<file path="config.mk">
export PLATFORM = sky130hd
export DESIGN_NAME = alu_seq_ctrl
export DESIGN_NICKNAME = d
export VERILOG_FILES = /design/src/rtl/alu_seq_ctrl.sv
export SDC_FILE = /design/constraint.sdc
export NUM_CORES = 1
export LEC_CHECK = 0
export BUFFER_PORTS_ARGS = -buffer_cell sky130_fd_sc_hd__buf_2
export CORE_AREA = 2 2 108 110
export CTS_CLUSTER_SIZE = 8
export DETAILED_ROUTE_END_ITERATION = 10
export DIE_AREA = 0 0 110 112
export HOLD_SLACK_MARGIN = 0.02
export PLACE_DENSITY_LB_ADDON = 0.2
export REMOVE_ABC_BUFFERS = 1
export SETUP_SLACK_MARGIN = 0.3
export SYNTH_ARGS = -nofsm -noshare
export SYNTH_HDL_FRONTEND = slang
export SYNTH_SLANG_ARGS = --single-unit
</file>
<file path="constraint.sdc">
create_clock -name clk -period 4.6 [get_ports clk]
set_input_delay 0.23 -clock clk [delete_from_list [all_inputs] [get_ports clk]]
set_output_delay 0.23 -clock clk [all_outputs]
set_load 0.03 [all_outputs]
</file>
<file path="src/rtl/alu_seq_ctrl.sv">
// alu_seq_ctrl: round-robin front-end sharing one registered ALU between two requesters, one op in flight.
// Optional macro ALU_SEQ_CARRY_CHAIN_EN adds per-requester carry chaining for multi-word add/sub.
module alu_seq_ctrl #(
  parameter int N = 32
) (
  input  logic         clk,
  input  logic         rst_n,
  input  logic         req0_valid_i,
  output logic         req0_ready_o,
  input  logic [2:0]   req0_op_i,
  input  logic [N-1:0] req0_a_i,
  input  logic [N-1:0] req0_b_i,
  input  logic         req0_cin_i,
  input  logic         req1_valid_i,
  output logic         req1_ready_o,
  input  logic [2:0]   req1_op_i,
  input  logic [N-1:0] req1_a_i,
  input  logic [N-1:0] req1_b_i,
  input  logic         req1_cin_i,
`ifdef ALU_SEQ_CARRY_CHAIN_EN
  input  logic         req0_chain_i,
  input  logic         req1_chain_i,
`endif
  output logic [2:0]   alu_op_o,
  output logic [N-1:0] alu_a_o,
  output logic [N-1:0] alu_b_o,
  output logic         alu_cin_o,
  input  logic [N-1:0] alu_result_i,
  input  logic         alu_cout_i,
  output logic         rsp_valid_o,
  input  logic         rsp_ready_i,
  output logic         rsp_id_o,
  output logic [N-1:0] rsp_data_o,
  output logic         rsp_cout_o,
  output logic         rsp_err_o
);

  typedef enum logic [1:0] {
    S_IDLE  = 2'd0,
    S_ISSUE = 2'd1,
    S_WAIT  = 2'd2,
    S_RESP  = 2'd3
  } state_e;

  localparam logic [2:0] OP_ADD = 3'b010;
  localparam logic [2:0] OP_SUB = 3'b011;
  localparam logic [2:0] OP_ILL = 3'b111;

  function automatic logic is_addsub(input logic [2:0] op);
    return (op == OP_ADD) || (op == OP_SUB);
  endfunction

  state_e       state_q, state_d;
  logic         rr_q, rr_d;
  logic         id_q, id_d;
  logic [2:0]   op_q, op_d;
  logic [N-1:0] a_q, a_d;
  logic [N-1:0] b_q, b_d;
  logic         cin_q, cin_d;
  logic         rsp_valid_q, rsp_valid_d;
  logic         rsp_id_q, rsp_id_d;
  logic [N-1:0] rsp_data_q, rsp_data_d;
  logic         rsp_cout_q, rsp_cout_d;
  logic         rsp_err_q, rsp_err_d;

  logic         grant_s;
  logic         accept_s;
  logic [2:0]   sel_op_s;
  logic [N-1:0] sel_a_s;
  logic [N-1:0] sel_b_s;
  logic         sel_cin_s;

  // On a tie the requester that did not win last time is granted.
  always_comb begin
    if (req0_valid_i && req1_valid_i) begin
      grant_s = ~rr_q;
    end else if (req1_valid_i) begin
      grant_s = 1'b1;
    end else begin
      grant_s = 1'b0;
    end
  end

  assign accept_s     = (state_q == S_IDLE) && (req0_valid_i || req1_valid_i);
  assign req0_ready_o = accept_s && !grant_s;
  assign req1_ready_o = accept_s && grant_s;
  assign sel_op_s     = grant_s ? req1_op_i : req0_op_i;
  assign sel_a_s      = grant_s ? req1_a_i  : req0_a_i;
  assign sel_b_s      = grant_s ? req1_b_i  : req0_b_i;

`ifdef ALU_SEQ_CARRY_CHAIN_EN
  logic carry0_q, carry0_d;
  logic carry1_q, carry1_d;
  logic sel_chain_s;
  logic sel_carry_s;

  assign sel_chain_s = grant_s ? req1_chain_i : req0_chain_i;
  assign sel_carry_s = grant_s ? carry1_q : carry0_q;
  // A chained add/sub takes its carry from the requester's own carry register.
  assign sel_cin_s   = (sel_chain_s && is_addsub(sel_op_s)) ? sel_carry_s
                                                           : (grant_s ? req1_cin_i : req0_cin_i);
`else
  assign sel_cin_s   = grant_s ? req1_cin_i : req0_cin_i;
`endif

  assign alu_op_o    = op_q;
  assign alu_a_o     = a_q;
  assign alu_b_o     = b_q;
  assign alu_cin_o   = cin_q;
  assign rsp_valid_o = rsp_valid_q;
  assign rsp_id_o    = rsp_id_q;
  assign rsp_data_o  = rsp_data_q;
  assign rsp_cout_o  = rsp_cout_q;
  assign rsp_err_o   = rsp_err_q;

  // State register.
  always_ff @(posedge clk or negedge rst_n) begin
    if (!rst_n) begin
      state_q <= S_IDLE;
    end else begin
      state_q <= state_d;
    end
  end

  // Next-state: illegal ops skip the ALU and go straight to the response.
  always_comb begin
    state_d = state_q;
    case (state_q)
      S_IDLE: begin
        if (accept_s) begin
          state_d = (sel_op_s == OP_ILL) ? S_RESP : S_ISSUE;
        end else begin
          state_d = S_IDLE;
        end
      end
      S_ISSUE: state_d = S_WAIT;
      S_WAIT:  state_d = S_RESP;
      S_RESP: begin
        if (rsp_ready_i) begin
          state_d = S_IDLE;
        end else begin
          state_d = S_RESP;
        end
      end
      default: state_d = S_IDLE;
    endcase
  end

  // Operand capture, result capture and response handshake.
  always_comb begin
    rr_d        = rr_q;
    id_d        = id_q;
    op_d        = op_q;
    a_d         = a_q;
    b_d         = b_q;
    cin_d       = cin_q;
    rsp_valid_d = rsp_valid_q;
    rsp_id_d    = rsp_id_q;
    rsp_data_d  = rsp_data_q;
    rsp_cout_d  = rsp_cout_q;
    rsp_err_d   = rsp_err_q;
`ifdef ALU_SEQ_CARRY_CHAIN_EN
    carry0_d    = carry0_q;
    carry1_d    = carry1_q;
`endif
    case (state_q)
      S_IDLE: begin
        if (accept_s) begin
          rr_d  = grant_s;
          id_d  = grant_s;
          op_d  = sel_op_s;
          a_d   = sel_a_s;
          b_d   = sel_b_s;
          cin_d = sel_cin_s;
        end else begin
          rr_d  = rr_q;
          id_d  = id_q;
        end
        if (accept_s && (sel_op_s == OP_ILL)) begin
          rsp_valid_d = 1'b1;
          rsp_id_d    = grant_s;
          rsp_data_d  = {N{1'b0}};
          rsp_cout_d  = 1'b0;
          rsp_err_d   = 1'b1;
        end else begin
          rsp_valid_d = rsp_valid_q;
        end
      end
      S_WAIT: begin
        rsp_valid_d = 1'b1;
        rsp_id_d    = id_q;
        rsp_data_d  = alu_result_i;
        rsp_cout_d  = is_addsub(op_q) ? alu_cout_i : 1'b0;
        rsp_err_d   = 1'b0;
`ifdef ALU_SEQ_CARRY_CHAIN_EN
        if (is_addsub(op_q) && !id_q) begin
          carry0_d = alu_cout_i;
        end else begin
          carry0_d = carry0_q;
        end
        if (is_addsub(op_q) && id_q) begin
          carry1_d = alu_cout_i;
        end else begin
          carry1_d = carry1_q;
        end
`endif
      end
      S_RESP: begin
        if (rsp_ready_i) begin
          rsp_valid_d = 1'b0;
          rsp_id_d    = 1'b0;
          rsp_data_d  = {N{1'b0}};
          rsp_cout_d  = 1'b0;
          rsp_err_d   = 1'b0;
        end else begin
          rsp_valid_d = rsp_valid_q;
        end
      end
      default: begin
        rsp_valid_d = rsp_valid_q;
      end
    endcase
  end

  // Datapath and response registers; reset leaves rr pointing at req1 so req0 wins the first tie.
  always_ff @(posedge clk or negedge rst_n) begin
    if (!rst_n) begin
      rr_q        <= 1'b1;
      id_q        <= 1'b0;
      op_q        <= 3'b000;
      a_q         <= {N{1'b0}};
      b_q         <= {N{1'b0}};
      cin_q       <= 1'b0;
      rsp_valid_q <= 1'b0;
      rsp_id_q    <= 1'b0;
      rsp_data_q  <= {N{1'b0}};
      rsp_cout_q  <= 1'b0;
      rsp_err_q   <= 1'b0;
`ifdef ALU_SEQ_CARRY_CHAIN_EN
      carry0_q    <= 1'b0;
      carry1_q    <= 1'b0;
`endif
    end else begin
      rr_q        <= rr_d;
      id_q        <= id_d;
      op_q        <= op_d;
      a_q         <= a_d;
      b_q         <= b_d;
      cin_q       <= cin_d;
      rsp_valid_q <= rsp_valid_d;
      rsp_id_q    <= rsp_id_d;
      rsp_data_q  <= rsp_data_d;
      rsp_cout_q  <= rsp_cout_d;
      rsp_err_q   <= rsp_err_d;
`ifdef ALU_SEQ_CARRY_CHAIN_EN
      carry0_q    <= carry0_d;
      carry1_q    <= carry1_d;
`endif
    end
  end

endmodule

</file>
==> reports/results.tsv <==
metric	value	unit
status	complete, no violations	
tns	0	ns
setup_viol	0	
async_reset_ff_share	100	%
grt_max_degree	59	
drv_cap	0	
post-synth-top-area-cell	dfrtp_1	
dieWidth	110	um
required	4.37	ns
synthAdderAreaFrac	0	%
ys.flop_type	dfrtp_1	
dp_slack	2.23	ns
multi_input_area	1470	um2
leakage	3.70	nW
hold_viol	0	
path_clk_slew	0.07	ns
worst_slack	2.06	ns
relSlewSlack	20.7	%
antenna_found_initial	0	
yosysMostFrequentCell	dfrtp_1	
grt_pass1_vias	4293	
crit_fanout	57	
avgRoutedWirePerCell	16.9	um
io_buffers	279	
drive_gt1_share	50.4	%
max_freq	393	MHz
yosys_warnings	0	
synth_seq_cells	108	
cp_data_arrival_time	2.31	ns
antenna-diode-count	0	
fillers	991	
finalMaxSlewViolations	0	
grt_use_met3	7.20	%
clock_latency	0.34	ns
firstDrtPassIters	8	
cts_tree	yes	
synth-edff-count	0	
htreeDepth	3	
ant_nets	0	
syn2layout_area_growth	37.6	%
synth_xor_area_share	0	%
gr-usage-all-layers	22.1	%
hold_buffers	1	
min_path_type	primary input to flip-flop	
fin_crit_sh	55.3	%
rsz0062_at_grt	false	
syn_inst	411	
synth-simple-area-share	2.61	%
netlist_top_cells_count	107 x dfrtp_1, 98 x inv_1, 65 x a222oi_1	
synth_compound_area_share	27.2	%
design.portCount	280	
ctsRootBufferMaster	clkbuf_16	
drt_iter0_markers	473	
dp_hpwl	10200	um
synth_top_area_share	57.0	%
clockBufferDepth	2	
area.sequential	2700	um2
die_h	112	um
worstMarginPinSlew	1.19	ns
overflow	0	
synth.cell_area	4700	um2
num_rows	39	
routabilityCongestion	0.815	
end_kind	output pin	
synth-seq-area-share	57.5	%
wl	13900	um
powerDensity	767	nW/um2
timing_worst_setup_path_type	flip-flop to output pin	
synth_area_per_cell	11.4	um2
final.setup_skew	0.00731	ns
cts.sinks	108	
met2_usage	39.0	%
start_util	42.0	%
vdd_drop_max	387	uV
top_usage_layer	met2	
coreArea	11200	um2
numCtsBuffers	9	
final_util	57.9	%
fin_nets	849	
drc	0	
synth_top_family_by_area	compound AO/OA/AOI/OAI gates	
synth_area_leaders	dfrtp_1 57%, a222oi_1 14%, inv_1 7.8%	
muxShareOfSynthArea	0.985	%
dieArea	12300	um2
grt_pass1_wl	21100	um
cts_setup_buffers	0	
post-route-min-period	2.54	ns
routed_via_density	5.29	
ys_types	34	
cts_repair_resize_count	0	
vias	4356	
grt_util_met1	25.3	%
cp-start-kind	flip-flop	
[critical path: stages, from the launching register on]
cell and delay, ns:
dfrtp_1 0.48, nor2_2 0.23, and3_2 0.37, buf_4 0.53, buf_2 0.31
[where the power goes]
part / internal, W / switching, W / leakage, nW
clock: 0.000409 / 0.000333 / 0.144
combinational: 0.000857 / 0.00169 / 2.20
sequential: 0.00139 / 0.000282 / 1.35
total: 0.00266 / 0.00231 / 3.70
[kinds of logic (layout without fill, tap and decap cells)]
group | Yosys count | in the layout
DFF | 108 | 108
buffers and inverters | 131 | 400
AOI/OAI and AO/OA | 144 | 144
and+or+nand+nor | 24 | 24
muxes | 4 | 4
[worst paths after layout]
path	start	cells after the start	to	slack (ns)
max in group asynchronous	rst_n	3	alu_op_o[1]	2.94
min reg2reg	rsp_err_o	2	rsp_err_o	0.48
min	req1_a_i[16]	3	alu_a_o[16]	0.09
min in group asynchronous	rst_n	2	rsp_data_o[27]	0.48
max	state_q[1]	4	req0_ready_o	2.06
max reg2reg	state_q[1]	4	state_q[1]	2.20
[registers in the layout, indices dropped and copies added, names as in the netlist]
register and cells:
alu_a_o 32, state_q 2, alu_cin_o 1, rr_q 1, rsp_id_o 1, id_q 1, rsp_valid_o 1, alu_op_o 3
rsp_err_o 1, alu_b_o 32, rsp_cout_o 1, rsp_data_o 32
[area by class of cell]
type | count | share of cell area [%]
multi-input cells | 172 | 22.8
repair buffers | 286 | 22.5
flip-flops and latches | 108 | 41.8
clock inverters | 4 | 0.348
well taps | 143 | 2.77
inverters | 98 | 5.69
clock buffers | 12 | 4.12
[metrics by stage]
| stage | hold slack, ns | power (W) | cells | cell area [um2] |
|---|---|---|---|---|
| finish | 0.0946 | 0.00496 | 823 | 6470 |
| global route | 0.0957 | 0.00529 | 823 | 6470 |
| CTS | 0.0869 | 0.00500 | 823 | 6470 |
| detailed placement | 0.330 | 0.00425 | 806 | 6170 |
| global placement | 0.325 | 0.00419 | 806 | 6170 |
| floorplan | -0.0656 | 0.00344 | 378 | 4520 |
[placed cells by master, fill, tap and decap left out, types with 2 or more instances in the layout]
master,n
inv_1,98
nand2_1,12
o21ai_2,29
nor3b_1,2
clkbuf_8,3
nor2_1,2
buf_2,278
clkinv_2,3
a222oi_1,65
a21o_1,2
a21oi_2,2
clkbuf_16,9
mux2i_1,2
dfrtp_1,107
o21ai_0,7
a22oi_1,33
buf_4,7
[metal layers]
| layer | routed length [um] | vias up |
|---|---|---|
| li1 | - | 2028 |
| met1 | 5260 | 2103 |
| met2 | 7060 | 213 |
| met3 | 1450 | 12 |
| met4 | 116 | 0 |
| met5 | 0 | - |
Power figures use the tool's default switching activity.
